`src/rtl/micro_sequencer.sv`:
```
// micro_sequencer: micro-PC sequencer (in: clk reset stall op next_ctl; out: upc illegal instr_done retired)
module micro_sequencer #(
    parameter int ADDR_W   = 4,
    parameter int MAX_ADDR = 10,
    parameter int CNT_W    = 32
) (
    input  logic              clk,
    input  logic              reset,
    input  logic              stall,
    input  logic [6:0]        op,
    input  logic [2:0]        next_ctl,
    output logic [ADDR_W-1:0] upc,
    output logic              illegal,
    output logic              instr_done,
    output logic [CNT_W-1:0]  retired
);
    localparam logic [6:0] LW    = 7'b0000011;
    localparam logic [6:0] SW    = 7'b0100011;
    localparam logic [6:0] RTYPE = 7'b0110011;
    localparam logic [6:0] ITYPE = 7'b0010011;
    localparam logic [6:0] JAL   = 7'b1101111;
    localparam logic [6:0] BEQ   = 7'b1100011;
    logic [ADDR_W-1:0] nxt;
    logic              trap;
    logic              fin;
    always_comb begin
        nxt  = '0;
        trap = 1'b0;
        fin  = 1'b0;
        case (next_ctl)
            3'b000: begin
                trap = upc >= ADDR_W'(MAX_ADDR);
                nxt  = trap ? '0 : upc + 1'b1;
            end
            3'b001: case (op)
                LW, SW:  nxt = ADDR_W'(2);
                RTYPE:   nxt = ADDR_W'(6);
                ITYPE:   nxt = ADDR_W'(8);
                JAL:     nxt = ADDR_W'(9);
                BEQ:     nxt = ADDR_W'(10);
                default: trap = 1'b1;
            endcase
            3'b010: case (op)
                LW:      nxt = ADDR_W'(3);
                SW:      nxt = ADDR_W'(5);
                default: trap = 1'b1;
            endcase
            3'b011:  fin = 1'b1;
            3'b100:  nxt = ADDR_W'(7);
            default: trap = 1'b1;
        endcase
    end
    always_ff @(posedge clk) begin
        if (reset) begin
            upc        <= '0;
            illegal    <= 1'b0;
            instr_done <= 1'b0;
            retired    <= '0;
        end else begin
            illegal    <= ~stall & trap;
            instr_done <= ~stall & fin;
            if (!stall) begin
                upc     <= nxt;
                retired <= retired + CNT_W'(fin);
            end
        end
    end
endmodule

```
`config.mk`:
```
export PLATFORM = sky130hd
export DESIGN_NAME = micro_sequencer
export DESIGN_NICKNAME = d
export VERILOG_FILES = /design/src/rtl/micro_sequencer.sv
export SDC_FILE = /design/constraint.sdc
export NUM_CORES = 1
export LEC_CHECK = 0
export ABC_CLOCK_PERIOD_IN_PS = 5400
export BUFFER_PORTS_ARGS = -buffer_cell sky130_fd_sc_hd__buf_2
export CELL_PAD_IN_SITES_DETAIL_PLACEMENT = 1
export CELL_PAD_IN_SITES_GLOBAL_PLACEMENT = 1
export CORE_UTILIZATION = 43
export CTS_BUF_LIST = sky130_fd_sc_hd__clkbuf_8
export CTS_CLUSTER_SIZE = 16
export DETAILED_ROUTE_END_ITERATION = 7
export PLACE_DENSITY_LB_ADDON = 0.1
export SYNTH_ARGS = -nofsm -noshare
export SYNTH_HDL_FRONTEND = slang
export SYNTH_SLANG_ARGS = --single-unit
```
`constraint.sdc`:
```
create_clock -name clk -period 5.4 [get_ports clk]
set_clock_uncertainty 0.05 [all_clocks]
set_input_delay 1.08 -clock clk [delete_from_list [all_inputs] [get_ports clk]]
set_output_delay 1.08 -clock clk [all_outputs]
set_load 0.01 [all_outputs]
```
==> results.cfg <==
[run_status]
status = finished clean

[logic_synthesis]
synthFlopType = dfxtp_1
synth_fp_nets = 272
synth_seq_area_share = 0.362
yosys_warnings = 0
synth_cell_types = 47
synth_area_sq_um = 2100
syn_inst = 255
synth_seq_cells = 38
syn_avg_cell_area_sq_um = 8.25
synth_edf_count = 0
async_reset_ff_frac = 0

[detailed_routing]
drt_iter0_drc = 114
via_per_inst = 5.79
wl_um = 5580
wl_per_cell_um = 15.3
num_vias = 2115
ant_nets = 0
drc_errors = 0
firstDrtPassIters = 4

[clock_tree]
cts_made_buffers = 5
clock_sinks = 38
clk_latency_ps = 280
htreeDepth = 2
holdBufCountCts = 0
cts_resized = 0
cts_tree = yes
post_cts_buffers = 0
clockBufferDepth = 2
clk_pin_slew_ps = 70
ctsRootBufferMaster = clkbuf_8

[timing]
finalHoldViolations = 0
setup_violations = 0
rsz0062_at_grt = no
relSlewSlack = 0.573
finalCritPeriodShare = 0.582
slew_violations = 0
timing.final.crit_period_ps = 3140
timing.fmax_mhz = 318
fin_hold_ws_ps = 428
fin_tns_setup_ps = 0
worst_pin_slew_ps = 641

[layout]
multi_input_area_sq_um = 1250
antennaDiodeCount = 0
nets = 316
fillers = 587
area_growth_syn_to_layout_pct = 17.1
final_cell_mix = buf_2 (50), dfxtp_1 (38), a21oi_1 (23)
layout_commonest_cell = buf_2
regArea_sq_um = 761
utilization = 0.521
fin_area_sq_um = 2460
drive_above_1_share = 0.215

[worst_hold_path]
whs_path_depth = 2
holdPathEnd = retired[31]$_SDFFE_PP0N_
hp-class = reg -> reg
worstHoldStart = retired[31]$_SDFFE_PP0N_

[worst_setup_path]
reg2reg_from = retired[0]$_SDFFE_PP0N_
cp_max_fo = 9
cp.required_ps = 5560
r2r-end = retired[26]$_SDFFE_PP0N_
endpoint_kind = flip-flop
critical_path_class = in -> reg
worstPathArrival_ps = 3300
ff2ff_path_depth = 6
ff2ff_setup_slack_ps = 3170
worst_setup_path_start_kind = primary input

[pwr]
switchingPower_w = 0.000118
combinationalPowerShare = 0.072
p_total_w = 0.000513
seqPwrFrac = 0.555
p_clk_frac = 0.373
p_int_w = 0.000395
pwr_density_cell_nw_per_um2 = 208
p_sw_frac = 0.230
cellLeakagePower_nw = 0.960
ir_drop_uv = 129

[global_routing]
overflow = 0
grtUsageTotal = 0.231
antenna_found_initial = 0
grt_max_degree = 36
grt_pass1_vias = 2050
grt_pass1_wl_um = 9600

[floorplanning]
start_util = 0.445
dieArea_sq_um = 5170
rows = 25
ios = 51
fp.dieH_um = 71.9
die_w_um = 71.9
core_sq_um = 4720

[placed_design]
portBuffers = 50
gp_congestion = 0.799
hpwlAfterDp_um = 4160
dpl_cell_area_sq_um = 2380

[run]
max-cap-violations = 0
[flip-flops by register name, indices dropped and copies added, names as in the netlist]
register / cells
upc: 4
illegal: 1
instr_done: 1
retired: 32
[worst max path at each step]
stage,cells past startpoint,to,start,slack [ps]
after floorplan,11,retired[28]$_SDFFE_PP0N_,next_ctl[0],2140
after global placement,10,retired[26]$_SDFFE_PP0N_,next_ctl[0],2080
after detailed placement,10,retired[28]$_SDFFE_PP0N_,next_ctl[0],1970
after CTS,10,retired[28]$_SDFFE_PP0N_,next_ctl[0],2270
after global routing,10,retired[26]$_SDFFE_PP0N_,next_ctl[0],2020
final,10,retired[26]$_SDFFE_PP0N_,next_ctl[0],2260
[metal layers]
metal  global-route usage  up-vias  part of all wire
li1                     -     1045                 -
met1                0.291     1028              0.46
met2                0.417       38              0.50
met3               0.0347        4             0.027
met4               0.0523        0            0.0070
met5                    0        -                 0
[Yosys cell counts, drive strengths merged (4+ instances only)]
library cell	number	area, sq um
nand2	17	63.8
nor2	19	71.3
nand4	14	93.8
inv	9	33.8
or4	17	129
xor2	8	70.1
nand2b	5	31.3
xnor2	4	35.0
or3	6	37.5
ha	4	50.1
dfxtp	38	761
clkbuf	11	41.3
nand3	11	60.1
o21ai	10	50.1
and4	4	35.0
a21oi	23	115
o31ai	13	97.6
[critical path, cell delays in order]
cell and delay [ps]:
buf_2 150, nor2b_1 190, nand2_1 80, inv_1 60, ha_1 210, ha_1 190
and4b_1 390, nand4_1 320, or4_1 480, a21oi_1 140
[area by class of cell]
class	count	area share
tap	67	0.0340
multi-input combinational	195	0.508
clock buffer	6	0.0335
inverter	9	0.0137
timing repair buffer	50	0.102
sequential	38	0.309
[power by group through the flow]
stage,Combinational (W),Sequential [W],Clock (W)
after floorplan,0.0000230,0.000292,0
after global placement,0.0000364,0.000291,0
after detailed placement,0.0000371,0.000291,0
after CTS,0.0000373,0.000285,0.000200
after global routing,0.0000419,0.000285,0.000209
final,0.0000370,0.000285,0.000192
[per-stage QoR]
step / instances / worst slack, ps
floorplan: 255 / 2140
global placement: 359 / 2080
detailed placement: 359 / 1970
CTS: 365 / 2270
global route: 365 / 2020
finish: 365 / 2260
[logic make-up after synthesis]
group,Yosys count,share of synthesized area
AND/OR/NAND/NOR,118,0.333
buffers and inverters,22,0.0434
multiplexers,2,0.00952
AO/OA/AOI/OAI,57,0.169
adder cells (fa/ha/maj),6,0.0333
flip-flops,38,0.362
XOR/XNOR,12,0.0500
(Power assumes the default switching activity.)
